$ cat config.mk
export PLATFORM = sky130hd
export DESIGN_NAME = fp_round_pipe
export DESIGN_NICKNAME = d
export VERILOG_FILES = /design/src/rtl/fp_round_pipe.sv
export SDC_FILE = /design/constraint.sdc
export NUM_CORES = 1
export LEC_CHECK = 0
export BUFFER_PORTS_ARGS = -buffer_cell sky130_fd_sc_hd__buf_2
export CAP_MARGIN = 20
export CORE_MARGIN = 10
export CORE_UTILIZATION = 50
export DETAILED_ROUTE_END_ITERATION = 6
export PLACE_DENSITY_LB_ADDON = 0.12
export SLEW_MARGIN = 20
export SYNTH_ARGS = -nofsm -noshare
export SYNTH_HDL_FRONTEND = slang
export SYNTH_SLANG_ARGS = --single-unit
$ cat constraint.sdc
create_clock -name clk -period 4.7 [get_ports clk]
set_input_delay 0.94 -clock clk [delete_from_list [all_inputs] [get_ports clk]]
set_output_delay 0.94 -clock clk [all_outputs]
set_load 0.05 [all_outputs]
$ cat src/rtl/fp_round_pipe.sv
// fp_round_pipe: two-stage IEEE rounder with RISC-V rounding modes, special values and fflags.
// Define FP_ROUND_SUBNORM_EN to denormalise tiny results instead of flushing them to zero.
module fp_round_pipe #(
  parameter int EXP_W = 8,
  parameter int MAN_W = 23
) (
  input  logic                     clk,
  input  logic                     reset_n,
  input  logic                     in_valid,
  output logic                     in_ready,
  input  logic                     in_sign,
  input  logic [EXP_W+1:0]         in_exp,
  input  logic [MAN_W-1:0]         in_man,
  input  logic [2:0]               in_grs,
  input  logic [2:0]               in_rm,
  input  logic                     in_nan,
  input  logic                     in_nv,
  input  logic                     in_inf,
  input  logic                     in_zero,
  output logic                     out_valid,
  input  logic                     out_ready,
  output logic [EXP_W+MAN_W:0]     out_result,
  output logic [4:0]               out_flags
);
  localparam logic [2:0] RNE = 3'd0, RDN = 3'd2, RUP = 3'd3, RMM = 3'd4;
  localparam logic [2:0] C_NAN = 3'd0, C_INF = 3'd1, C_ZERO = 3'd2, C_FTZ = 3'd3, C_OVF = 3'd4, C_NORM = 3'd5;
  localparam logic [EXP_W-1:0] E_MAX = '1;
  localparam logic [EXP_W-1:0] E_MXF = {{(EXP_W-1){1'b1}}, 1'b0};
  localparam logic [EXP_W+1:0] E_OVF = {2'b00, E_MAX};
  localparam logic [MAN_W-1:0] M_ZERO = '0;
  localparam logic [MAN_W-1:0] M_ONES = '1;
  localparam logic [MAN_W-1:0] M_QNAN = {1'b1, {(MAN_W-1){1'b0}}};

  logic r1_valid, r2_valid, w_s1_adv, w_s2_adv;
  logic [2:0] r1_cls;
  logic r1_sign, r1_inc, r1_nx, r1_uf, r1_nv, r1_oinf;
  logic [EXP_W-1:0] r1_exp;
  logic [MAN_W-1:0] r1_man;
  logic [EXP_W+MAN_W:0] r2_result;
  logic [4:0] r2_flags;

  logic [MAN_W-1:0] w_man;
  logic [EXP_W-1:0] w_efld;
  logic [2:0] w_cls;
  logic w_g, w_r, w_s, w_nx, w_inc, w_tiny, w_ovf, w_bad_rm, w_nv, w_oinf, w_uf;

  assign w_s2_adv   = !r2_valid | out_ready;
  assign w_s1_adv   = !r1_valid | w_s2_adv;
  assign in_ready   = w_s1_adv;
  assign out_valid  = r2_valid;
  assign out_result = r2_result;
  assign out_flags  = r2_flags;

  assign w_tiny   = in_exp[EXP_W+1] | (in_exp == '0);
  assign w_ovf    = !in_exp[EXP_W+1] & (in_exp >= E_OVF);
  assign w_bad_rm = in_rm > RMM;
  assign w_nv     = in_nv | (!in_nan & w_bad_rm);
  assign w_oinf   = (in_rm == RNE) | (in_rm == RMM) | ((in_rm == RDN) & in_sign) | ((in_rm == RUP) & !in_sign);

`ifdef FP_ROUND_SUBNORM_EN
  localparam logic [2:0] C_TINY = C_NORM;
  localparam logic [EXP_W+2:0] SH_MAX = (EXP_W+3)'(MAN_W+2);
  logic [EXP_W+2:0] w_sh_raw, w_sh;
  logic [2*MAN_W+5:0] w_wide;
  assign w_sh_raw = (EXP_W+3)'(1) - {in_exp[EXP_W+1], in_exp};
  assign w_sh     = (w_sh_raw > SH_MAX) ? SH_MAX : w_sh_raw;
  assign w_wide   = {1'b1, in_man, in_grs[2:1], {(MAN_W+3){1'b0}}} >> w_sh;
  assign w_uf     = w_tiny & w_nx;
  // Tiny beats become subnormals: shifted significand, sticky collects every lost bit.
  always_comb begin
    w_man  = w_tiny ? w_wide[2*MAN_W+4:MAN_W+5] : in_man;
    w_g    = w_tiny ? w_wide[MAN_W+4] : in_grs[2];
    w_r    = w_tiny ? w_wide[MAN_W+3] : in_grs[1];
    w_s    = in_grs[0] | (w_tiny & (|w_wide[MAN_W+2:0]));
    w_efld = w_tiny ? '0 : in_exp[EXP_W-1:0];
  end
`else
  localparam logic [2:0] C_TINY = C_FTZ;
  assign w_uf = 1'b0;
  always_comb begin
    w_man  = in_man;
    w_g    = in_grs[2];
    w_r    = in_grs[1];
    w_s    = in_grs[0];
    w_efld = in_exp[EXP_W-1:0];
  end
`endif

  always_comb begin
    w_nx  = w_g | w_r | w_s;
    w_inc = (in_rm == RNE) ? w_g & (w_r | w_s | w_man[0]) :
            (in_rm == RDN) ? in_sign & w_nx :
            (in_rm == RUP) ? !in_sign & w_nx :
            (in_rm == RMM) ? w_g : 1'b0;
    w_cls = (in_nan | in_nv) ? C_NAN :
            in_inf           ? C_INF :
            in_zero          ? C_ZERO :
            w_bad_rm         ? C_NAN :
            w_ovf            ? C_OVF :
            w_tiny           ? C_TINY : C_NORM;
  end

  logic [MAN_W-1:0] w_msum;
  logic [EXP_W-1:0] w_esum;
  logic [EXP_W+MAN_W:0] w_res;
  logic [4:0] w_flags;
  logic w_carry, w_ovf2;

  // A rounding carry can push a finite beat into the overflow path.
  always_comb begin
    {w_carry, w_msum} = {1'b0, r1_man} + {{MAN_W{1'b0}}, r1_inc};
    w_esum  = r1_exp + {{(EXP_W-1){1'b0}}, w_carry};
    w_ovf2  = (r1_cls == C_OVF) | ((r1_cls == C_NORM) & (w_esum == E_MAX));
    w_res   = w_ovf2 ? (r1_oinf ? {r1_sign, E_MAX, M_ZERO} : {r1_sign, E_MXF, M_ONES}) :
              (r1_cls == C_NAN) ? {1'b0, E_MAX, M_QNAN} :
              (r1_cls == C_INF) ? {r1_sign, E_MAX, M_ZERO} :
              (r1_cls == C_NORM) ? {r1_sign, w_esum, w_msum} : {r1_sign, {EXP_W{1'b0}}, M_ZERO};
    w_flags = w_ovf2 ? 5'b00101 :
              (r1_cls == C_NAN) ? {r1_nv, 4'b0000} :
              (r1_cls == C_FTZ) ? 5'b00011 :
              (r1_cls == C_NORM) ? {3'b000, r1_uf, r1_nx} : 5'b00000;
  end

  always_ff @(posedge clk or negedge reset_n) begin
    if (!reset_n) begin
      r1_valid  <= 1'b0;
      r2_valid  <= 1'b0;
      r2_result <= '0;
      r2_flags  <= '0;
    end else begin
      if (w_s1_adv) r1_valid <= in_valid;
      if (w_s2_adv) r2_valid <= r1_valid;
      if (w_s2_adv & r1_valid) begin
        r2_result <= w_res;
        r2_flags  <= w_flags;
      end
    end
  end

  always_ff @(posedge clk) begin
    if (w_s1_adv & in_valid) begin
      r1_cls  <= w_cls;
      r1_sign <= in_sign;
      r1_exp  <= w_efld;
      r1_man  <= w_man;
      r1_inc  <= w_inc;
      r1_nx   <= w_nx;
      r1_uf   <= w_uf;
      r1_nv   <= w_nv;
      r1_oinf <= w_oinf;
    end
  end
endmodule

* Word level (Yosys, flattened, before mapping)
Index checks and enable logic that the tools add are counted.
** Word-level totals
- Register bits :: 78
- Input port bits :: 48
- Output and inout port bits :: 39
- Word-level logic and storage cells :: 77
** Cells by class
- Add/subtract/negate cells :: 2
- Order comparisons :: 2
- Eq/ne operators :: 8
- Multiplexer cells :: 18
- Bitwise gates (word level) :: 23
- Reductions and logical operators :: 10
** Operators by type and width (number)
- $mux W32 :: 2
- $mux W31 :: 2
- $add A23 B1 Y24 :: 1
- $mux W24 :: 1
- $or A1 B1 Y1 :: 13
- $and A1 B1 Y1 :: 10
- $ge A10 B8 Y1 const B :: 1
- $logic_not A10 Y1 :: 1
- $mux W5 :: 2
- $eq A3 B2 Y1 const B :: 3
- $eq A3 B3 Y1 const B :: 3
- $add A8 B1 Y8 :: 1
- $eq A8 B8 Y1 const B :: 1
- $logic_not A3 Y1 :: 2
- $mux W1 :: 6
- $mux W2 :: 3
- $mux W3 :: 2
- $logic_not A1 Y1 :: 5
- $reduce_or A4 Y1 :: 1
- $eq A3 B1 Y1 const B :: 1
- $gt A3 B3 Y1 const B :: 1
- $reduce_or A2 Y1 :: 1

* Longest topological paths before layout
Gate-level depths: netlist of run 1.
- Depth after elaboration :: 7
- Gate-level depth with buffers :: 14
- Depth with buffers taken out :: 12

* Worst setup path before layout of run 1
OpenSTA, ideal clock, no wires.
- Path kind :: register to register
- Start :: register r1_inc
- End :: register r2_result[6] (netlist: out_result[6])
- Setup time :: 116 ps
- Arrival time :: 3241 ps
- Required time :: 4584 ps
- Setup slack :: 1343 ps
- Stages on the path, launching flop included :: 15
- Buffers on the path :: 2
- Period minus slack after synthesis :: 3357 ps
- Path through :: edfxtp_1 > ha_1 > nand3_1 > or4_1 > buf_2 > nor4_1 > ha_1 > ha_1 > inv_1 > nor4b_1 > a311oi_2 > a2bb2oi_2 > or3_1 > buf_2 > o311ai_0
** Between the ends
- Word-level cells in the longest chain between the ends :: 6
- Elaborated cells on any way between the ends :: 9
- Classes of those cells :: add/sub (2); eq/ne (1); mux (4); bitwise (2)
** Ends and longest elaborated chain
- start: declaration :: line 36 : logic r1_sign, r1_inc, r1_nx, r1_uf, r1_nv, r1_oinf;
- start signal: assignment :: line 146 : r1_inc <= w_inc;
- $add A23 B1 Y24 (*) :: line 111 : {w_carry, w_msum} = {1'b0, r1_man} + {{MAN_W{1'b0}}, r1_inc};
- $add A8 B1 Y8 :: line 112 : w_esum = r1_exp + {{(EXP_W-1){1'b0}}, w_carry};
- $eq A8 B8 Y1 :: line 113 : w_ovf2 = (r1_cls == C_OVF) | ((r1_cls == C_NORM) & (w_esum == E_MAX));
- $and A1 B1 Y1 :: line 113
- $or A1 B1 Y1 :: line 113
- $mux W32 (*) :: line 114 : w_res = w_ovf2 ? (r1_oinf ? {r1_sign, E_MAX, M_ZERO} : {r1_sign, E_MXF, M_ONES}) :
- end signal: assignment :: line 134 : r2_result <= w_res;
- end: declaration :: line 39 : logic [EXP_W+MAN_W:0] r2_result;
Every way passes the cells marked *; elsewhere a longest branch is shown, timed or not.
A chain may end at the register's enable or synchronous reset.

* Final worst setup path of run 1
- Start :: register r1_inc
- End :: register r2_result[19] (netlist: out_result[19])
The elaborated chain is that of the path after synthesis.

==> results of run 1 <==
==> metal layers <==
| metal | wire [um] | global-route usage [%] | vias up |
|---|---|---|---|
| met1 | 3630 | 18.72 | 1279 |
| met2 | 3779 | 23.56 | 87 |
| met3 | 659 | 5.968 | 10 |
| met4 | 78 | 4.836 | 0 |
| met5 | 0 | 0 | - |
| li1 | - | - | 1355 |
==> per-stage QoR <==
step / util, % / setup slack [ps] / cell area, sq um / power [mW]
2_1_floorplan: - / 1343 / 3661 / 1.128
3_3_place_gp: 57.80 / 750.5 / 4148 / 1.242
3_5_place_dp: 57.80 / 632.5 / 4148 / 1.248
4_1_cts: 60.35 / 616.7 / 4330 / 1.714
5_1_grt: 60.35 / 388.1 / 4330 / 1.776
6_report: 60.35 / 666.9 / 4330 / 1.696
==> critical path: cells and delay by family, from the launching register on <==
family / cells / cell delay (ps)
and+or+nand+nor: 4 / 1570
DFF: 1 / 330
buffers and inverters: 1 / 110
adders and majority gates: 3 / 870
AOI/OAI and AO/OA: 4 / 1080
==> cells in the mapped netlist (all sizes together) (2+ instances only) <==
master,instances,area [sq um]
nor2,40,150.1
edfxtp,39,1171
dfrtp,38,950.9
nand2,30,112.6
nand3,18,90.09
o22a,15,131.4
xnor2,15,131.4
xor2,13,113.9
buf,9,52.55
nand4,9,62.56
a21oi,7,35.03
clkbuf,7,26.28
nor3,7,45.04
and3,6,37.54
inv,6,22.52
o21ai,6,33.78
o311ai,6,52.55
nor4,5,37.53
ha,4,50.05
nand2b,4,25.02
a21o,3,22.52
a311oi,3,32.53
a31oi,3,18.77
or3,3,18.77
a211oi,2,20.02
and2,2,12.51
nand3b,2,15.01
or2,2,12.51
==> cells by family after synthesis <==
logic type                 synth area share [%]
muxes                                    0.5810
other                                    0.1024
adders and majority gates                 1.367
buffers and inverters                     2.768
and+or+nand+nor                           18.05
AOI/OAI and AO/OA                         12.47
xor gates and xnor gates                  6.699
DFF                                       57.96
==> registers in the layout, summed over array words and instances, names as in the netlist <==
name	cells
out_flags	4
out_result	32
out_valid	1
r1_cls	3
r1_exp	8
r1_inc	1
r1_man	23
r1_nv	1
r1_nx	1
r1_oinf	1
r1_sign	1
r1_valid	1
==> cell type report <==
class,instances,area (sq um),share of cell area [%]
Sequential cell,77,2122,49.00
Clock buffer,11,131.4,3.034
Clock inverter,5,51.30,1.185
Inverter,6,22.52,0.5201
Multi-Input combinational cell,225,1439,33.23
Timing Repair Buffer,87,440.4,10.17
Tap cell,99,123.9,2.860
==> power breakdown <==
group | switching, mW | internal [mW]
sequential | 0.0520 | 0.787
combinational | 0.286 | 0.105
clock | 0.225 | 0.242
total | 0.562 | 1.13
==> final timing paths <==
| kind | from | end | slack, ps |
|---|---|---|---|
| max | r1_inc | out_result[19] | 670 |
| min | r1_sign | out_result[31] | 470 |
| max reg2reg | r1_inc | out_result[19] | 670 |
| min reg2reg | r1_sign | out_result[31] | 470 |
| max in group asynchronous | reset_n | out_result[31] | 3490 |
| min in group asynchronous | reset_n | out_result[16] | 680 |
==> key figures, run 1 <==
Timing
  • Setup Skew: 7.470 ps
  • Minimum clock period: 4033 ps
  • Achievable Freq: 0.2480 GHz
  • Max_slew headroom: 40.42%
  • Setup TNS: 0 ps
  • Hold slack: 471.5 ps
  • RSZ-0062 raised after global routing: no
  • Final number of setup-violating endpoints: 0
  • Slew @ Worst Pin: 893.6 ps
  • Max-slew violation total from the final report: 0
  • Tcrit/Tclk final: 85.81%
  • Hold Fails Final Rpt: 0

CTS
  • Clk sinks: 77
  • Worst skew pair latency: 350 ps
  • Post-CTS Setup Inserts: 0
  • Post-CTS sizing: 0
  • Clk pin slew, worst setup/hold paths: 70 ps
  • Root Driver: clkbuf_8
  • Worst-case clock buffer depth: 2
  • CTS tree: built
  • H-tree Lvls: 3
  • CTS Hold Bufs: 0
  • CTS buffer count: 9

Synth
  • Syn Nets: 376
  • Ys Warns: 0
  • Top_reg_cell synth: edfxtp_1
  • Synth cell types: 56
  • Share of flip-flops with an asynchronous set or reset: 49.35%
  • Cells after synthesis: 324
  • #FFs+latches synth: 77
  • Seq/Total Area, Yosys: 57.96%
  • Post-synth EDFFs: 39
  • Mean post-synth cell area: 11.30 sq um
  • Mapped cell area: 3661 sq um

Die
  • Die W: 105.6 um
  • Starting Density: 51.02%
  • Placeable Area: 7176 sq um
  • I/O Pins: 87
  • Die span in y: 105.6 um
  • Std-Cell Rows: 31
  • Die area: 11150 sq um

Critical path
  • Crit-path cells: ha_1 -> nand3_1 -> or4_1 -> nor4_1 -> ha_1 -> ha_1 -> inv_1 -> nor4b_1 -> a311oi_2 -> a2bb2oi_2 -> o21ai_2 -> o22a_1
  • Slowest cell on the critical path: or4_1
  • Worst-path maximum fanout: 15
  • CP required: 4990 ps
  • CP startpoint kind: flop
  • Crit path kind: flop to flop
  • Worst setup EP type: flop
  • Slowest Stage Delay on Critical Path: 680 ps
  • Reg2reg path depth: 12
  • Data arrival time of the worst path: 4320 ps
  • Worst path most repeated cell: ha_1

Power
  • Power Density: 391.7 nW/um^2
  • Worst VDD drop: 0.1642 mV
  • Leak: 1.795 nW

GRT
  • Largest net degree at the start of global routing: 40
  • First-pass GRT wire length: 13700 um
  • Vias in the first global route: 2761
  • GRT Residual Overflow: 0
  • Total track usage: 15.05%
  • Initial antenna violation count: 0

Layout
  • Final net count: 458
  • FILL cells: 643
  • Most common cell after layout, fill and taps aside: buf_2
  • Share of post-route cells with drive strength above 1: 27.74%
  • Antenna Cells: 0
  • Most frequent cells in the layout: buf_2, nor2_1, edfxtp_1
  • Fin cells: 510
  • Area grow syn2layout: 18.28%

Detailed routing
  • Vias per cell: 5.355
  • Total length of routed wires: 8148 um
  • DR WL/cell: 15.98 um
  • # DRC: 0
  • Detailed-route via count: 2731
  • Initial DRC count: 91
  • 1st-pass router iterations: 5
  • Remaining antenna violation count after routing: 0

Placed design
  • Gpl congestion: 0.8579
  • Hpwl dp: 6137 um
  • Port Buffers: 85
  • Placed cells: 494

Hold path
  • WHS Path Cells: 1
  • Hold Path Class: flop to flop

Outcome
  • Status: finished clean

Run
  • Max Cap Viol: 0
No activity file was read; power rests on OpenSTA's default activity.
==> run 2: changes to the inputs <==
CORE_MARGIN = default   (was 10)
PLACE_DENSITY_LB_ADDON = 0.05   (was 0.12)
==> run 2 against run 1 <==
  * Wire length fell by 10%
  * Maximum frequency decreased by 1.4%
  * Setup slack got worse by 58 ps
  * Critical endpoint is now out_result[16]
  * Highest routed layer unchanged
==> key figures, run 2 (synthesis results as in run 1) <==
Outcome
  • Status: finished clean

Critical path
  • Reg2reg start: r1_inc
  • Crit path kind: flop to flop
  • Worst path top cell family by delay: simple AND/OR/NAND/NOR gates
  • Worst-path maximum fanout: 15
  • Crit-path cells: ha_1 -> nand3_1 -> or4_1 -> nor4_1 -> ha_1 -> ha_1 -> inv_1 -> nor4b_1 -> a311oi_2 -> a2bb2oi_2 -> o21ai_2 -> o22a_1
  • Slowest cell on the critical path: or4_1
  • Worst path most repeated cell: ha_1
  • Worst setup EP type: flop
  • CP startpoint: r1_inc
  • Worst path bufs/invs: 1
  • Slowest Stage Delay on Critical Path: 670 ps
  • CP required: 4980 ps
  • CP startpoint kind: flop
  • Data arrival time of the worst path: 4380 ps

Detailed routing
  • # DRC: 0
  • DR WL/cell: 14.39 um
  • Remaining antenna violation count after routing: 0
  • Initial DRC count: 151
  • Vias per cell: 5.396
  • Detailed-route via count: 2741
  • 1st-pass router iterations: 6
  • Total length of routed wires: 7309 um

Die
  • Placeable Area: 6944 sq um
  • Starting Density: 52.72%
  • Die W: 87.57 um
  • I/O Pins: 87
  • Std-Cell Rows: 30
  • Die area: 7669 sq um
  • Die span in y: 87.57 um

Placed design
  • Placed cells: 492
  • Gpl congestion: 0.8512
  • Hpwl dp: 5296 um
  • Post-DP Area: 4150 sq um
  • Port Buffers: 85

Timing
  • RSZ-0062 raised after global routing: no
  • Slew @ Worst Pin: 860.1 ps
  • Final number of setup-violating endpoints: 0
  • Hold slack: 477.0 ps
  • Max_slew headroom: 42.52%
  • Tcrit/Tclk final: 87.04%
  • Setup Skew: 4.850 ps
  • Achievable Freq: 0.2445 GHz
  • Max-slew violation total from the final report: 0
  • Setup TNS: 0 ps
  • Hold Fails Final Rpt: 0
  • Minimum clock period: 4091 ps

CTS
  • Post-CTS sizing: 0
  • CTS tree: built
  • Worst skew pair latency: 350 ps
  • H-tree Lvls: 3
  • Root Driver: clkbuf_8
  • Post-CTS Setup Inserts: 0
  • Clk sinks: 77
  • Worst-case clock buffer depth: 2
  • CTS buffer count: 9
  • CTS Hold Bufs: 0
  • Clk pin slew, worst setup/hold paths: 80 ps

GRT
  • First-pass GRT wire length: 11570 um
  • Initial antenna violation count: 0
  • Total track usage: 20.10%
  • Vias in the first global route: 2455
  • GRT Residual Overflow: 0
  • Largest net degree at the start of global routing: 40

Layout
  • FILL cells: 596
  • Largest register FFs: 32
  • Final net count: 459
  • Share of post-route cells with drive strength above 1: 28.16%
  • Most common cell after layout, fill and taps aside: buf_2
  • Fin cells: 508
  • Antenna Cells: 0
  • Post-layout util: 62.85%
  • Design Area, Final: 4364 sq um
  • Area grow syn2layout: 19.21%
  • Most frequent cells in the layout: buf_2, nor2_1, edfxtp_1
  • Sequential cell area: 2122 sq um
  • Area of the multi-input gates: 1438 sq um

Hold path
  • Min-delay src: out_flags[4]
  • Hold Path Class: flop to flop

Power
  • Leak: 1.815 nW
  • Power Density: 401.6 nW/um^2
  • Worst VDD drop: 0.1965 mV

Run
  • Max Cap Viol: 0
[run 2: per-layer routing]
layer	vias up	global-route usage, %	wire length, um	part of all wire (%)
met5	-	0	0	0
met4	0	7.601	91	1.2
met3	10	4.901	397	5.4
met2	94	30.82	3319	45
met1	1287	27.83	3500	48
li1	1350	-	-	-
[run 2: layout make-up]
cell class	instances	area share [%]
clock inverters	7	2.064
inverters	6	0.5161
multi-input cells	225	32.94
repair buffers	88	10.26
well taps	96	2.752
clock buffers	9	2.838
flip-flops and latches	77	48.62
[run 2: worst paths after layout]
path	to	slack, ps	cells after the start
worst max-delay path	out_result[16]	610	12
worst min-delay path	out_flags[4]	480	2
worst max register to register	out_result[16]	610	12
worst min register to register	out_flags[4]	480	2
max in group asynchronous	out_result[26]	3490	1
min in group asynchronous	out_result[16]	690	1
[run 2: stage by stage]
step | power [mW] | setup slack (ps)
floorplan | 1.128 | 1343
global placement | 1.237 | 729.8
detailed placement | 1.242 | 590.9
CTS | 1.770 | 592.5
global route | 1.823 | 354.2
finish | 1.753 | 609.3
[run 2: where the power goes]
| part | internal [mW] | switching, mW | total (mW) |
|---|---|---|---|
| registers | 0.786 | 0.0513 | 0.837 |
| logic | 0.106 | 0.282 | 0.388 |
| clock network | 0.296 | 0.232 | 0.527 |
[run 2: tightest hold or removal path, cell delays in order (launching register included)]
cell,delay [ps]
dfrtp_1,350
nand2_1,50
nand2_1,50
==> run 3: changes to the inputs <==
CELL_PAD_IN_SITES_DETAIL_PLACEMENT = 0   (was default)
CELL_PAD_IN_SITES_GLOBAL_PLACEMENT = 1   (was default)
CORE_UTILIZATION = 42   (was 50)
==> run 3 against run 2 <==
  * Count of clock-buffer cells in the layout up 2
  * Sequential share of layout area up 0.17 points
  * Largest power group unchanged
  * Final area down 0.34%
  * Register-to-register slack better by 97 ps
  * Critical endpoint is now out_result[9]
  * Sequential power about the same
  * Utilization down 11 points
  * Global-route usage down 2.0 points
==> key figures, run 3 (synthesis results as in run 1) <==
Outcome
  • Status: finished clean

Layout
  • Area grow syn2layout: 18.80%
  • Design Area, Final: 4349 sq um
  • Final net count: 459
  • Most common cell after layout, fill and taps aside: buf_2
  • Most frequent cells in the layout: buf_2, nor2_1, edfxtp_1
  • Share of post-route cells with drive strength above 1: 28.64%
  • Antenna Cells: 0
  • Largest register FFs: 32

Detailed routing
  • Vias per cell: 5.209
  • Total length of routed wires: 7706 um
  • 1st-pass router iterations: 4
  • Detailed-route via count: 2693
  • # DRC: 0
  • Remaining antenna violation count after routing: 0
  • DR WL/cell: 14.91 um
  • Initial DRC count: 146

Critical path
  • Worst-path maximum fanout: 9
  • Reg2reg path depth: 13
  • RR Endpoint: out_result[9]
  • Slowest Stage Delay on Critical Path: 680 ps
  • Data arrival time of the worst path: 4270 ps
  • Worst path most repeated cell: ha_1
  • Reg2reg start: r1_man[0]
  • CP required: 4980 ps
  • Crit-path cells: ha_1 -> nand3_1 -> or4_1 -> nor4_1 -> ha_1 -> ha_1 -> inv_1 -> nor4b_1 -> a311oi_2 -> a2bb2oi_2 -> o21ai_2 -> buf_4 -> o22a_1
  • Worst Setup EP: out_result[9]
  • CP startpoint: r1_man[0]
  • Worst setup EP type: flop
  • R2R Setup Slk: 710 ps
  • CP startpoint kind: flop
  • Slowest cell on the critical path: or4_1
  • Crit path kind: flop to flop

Hold path
  • Hold Path Class: flop to flop
  • WHS Path Cells: 1

CTS
  • Root Driver: clkbuf_8
  • Worst-case clock buffer depth: 2
  • Post-CTS sizing: 0
  • Post-CTS Setup Inserts: 0
  • CTS tree: built
  • CTS buffer count: 9
  • H-tree Lvls: 3
  • Clk pin slew, worst setup/hold paths: 80 ps
  • Clk sinks: 77
  • Worst skew pair latency: 340 ps
  • CTS Hold Bufs: 0

Power
  • Sw frac: 34.29%
  • Switching Power: 0.5803 mW
  • Power Density: 389.1 nW/um^2
  • Worst VDD drop: 0.1729 mV
  • Leak: 1.793 nW
  • Clk pwr share: 27.5%
  • Sequential fraction of design power: 49.6%
  • Internal: 1.112 mW
  • Comb pwr share: 22.9%

GRT
  • Vias in the first global route: 2517
  • Initial antenna violation count: 0
  • GRT Residual Overflow: 0
  • First-pass GRT wire length: 12250 um
  • Largest net degree at the start of global routing: 40
  • Total track usage: 18.14%

Timing
  • Max_slew headroom: 38.17%
  • Final number of setup-violating endpoints: 0
  • Setup Skew: 7.936 ps
  • Hold Fails Final Rpt: 0
  • Setup TNS: 0 ps
  • RSZ-0062 raised after global routing: no
  • Minimum clock period: 3994 ps
  • Achievable Freq: 0.2504 GHz
  • Worst setup margin: 706.1 ps
  • Max-slew violation total from the final report: 0
  • Tcrit/Tclk final: 84.98%
  • Slew @ Worst Pin: 927.5 ps

Die
  • Die area: 9094 sq um
  • Starting Density: 43.89%
  • Die W: 95.37 um
  • Std-Cell Rows: 33
  • Placeable Area: 8341 sq um
  • Die span in y: 95.37 um
  • I/O Pins: 87

Run
  • Max Cap Viol: 0

Placed design
  • Post-DP Area: 4163 sq um
  • Gpl congestion: 0.8506
  • Pre-CTS WS: 665.3 ps
  • Port Buffers: 85
  • Hpwl dp: 5624 um
[run 3: changes by cell type in the layout (fill, tap and decap cells not counted), sizes merged]
cell and change:
clkinv -3, bufinv -2, clkbuf +2, clkinvlp +3
[run 3: worst min-delay path by stage]
stage,from,endpoint,slack [ps]
after global placement,r1_sign,out_result[31],460
after global routing,out_flags[4],out_flags[4],510
final,r1_sign,out_result[31],480
after CTS,out_flags[4],out_flags[4],490
after detailed placement,out_flags[4],out_flags[4],470
after floorplan,r1_sign,out_result[31],440
[run 3: metal layers]
layer  vias to the layer above  GRT usage, %  part of all wire (%)
met5                         -             0                     0
li1                       1359             -                     -
met4                         0         4.167                  0.77
met2                        66         28.63                    47
met3                         6         4.545                   4.0
met1                      1262         25.08                    49
[run 3: cell type report]
cell class              instances  area, sq um
fillers                       794         3991
flip-flops and latches         77         2122
multi-input cells             225         1439
repair buffers                 88        447.9
clock buffers                  11        151.4
well taps                     105        131.4
clock inverters                 5        35.03
inverters                       6        22.52
[run 3: worst max-delay path, delay by kind of cell (launching register included)]
family          cells  cell delay (ps)
flops               1              340
buf+inv             2              350
fa+ha+maj           3              850
compound gates      4              790
simple gates        4             1590
[run 3: power by group through the flow]
| stage | Sequential (mW) | Combinational, mW | Clock, mW |
|---|---|---|---|
| after global placement | 0.855 | 0.388 | 0 |
| after CTS | 0.841 | 0.392 | 0.476 |
| final | 0.840 | 0.388 | 0.465 |
| after global routing | 0.851 | 0.416 | 0.509 |
| after detailed placement | 0.856 | 0.391 | 0 |
| after floorplan | 1.01 | 0.118 | 0 |
[run 3: metrics by stage]
step | hold WS [ps] | std cells | utilization [%] | power (mW)
6_report | 483.4 | 517 | 52.15 | 1.692
5_1_grt | 508.1 | 517 | 52.15 | 1.776
3_3_place_gp | 462.0 | 501 | 49.91 | 1.243
4_1_cts | 486.6 | 517 | 52.15 | 1.710
3_5_place_dp | 469.5 | 501 | 49.91 | 1.247
2_1_floorplan | 442.8 | 324 | - | 1.128
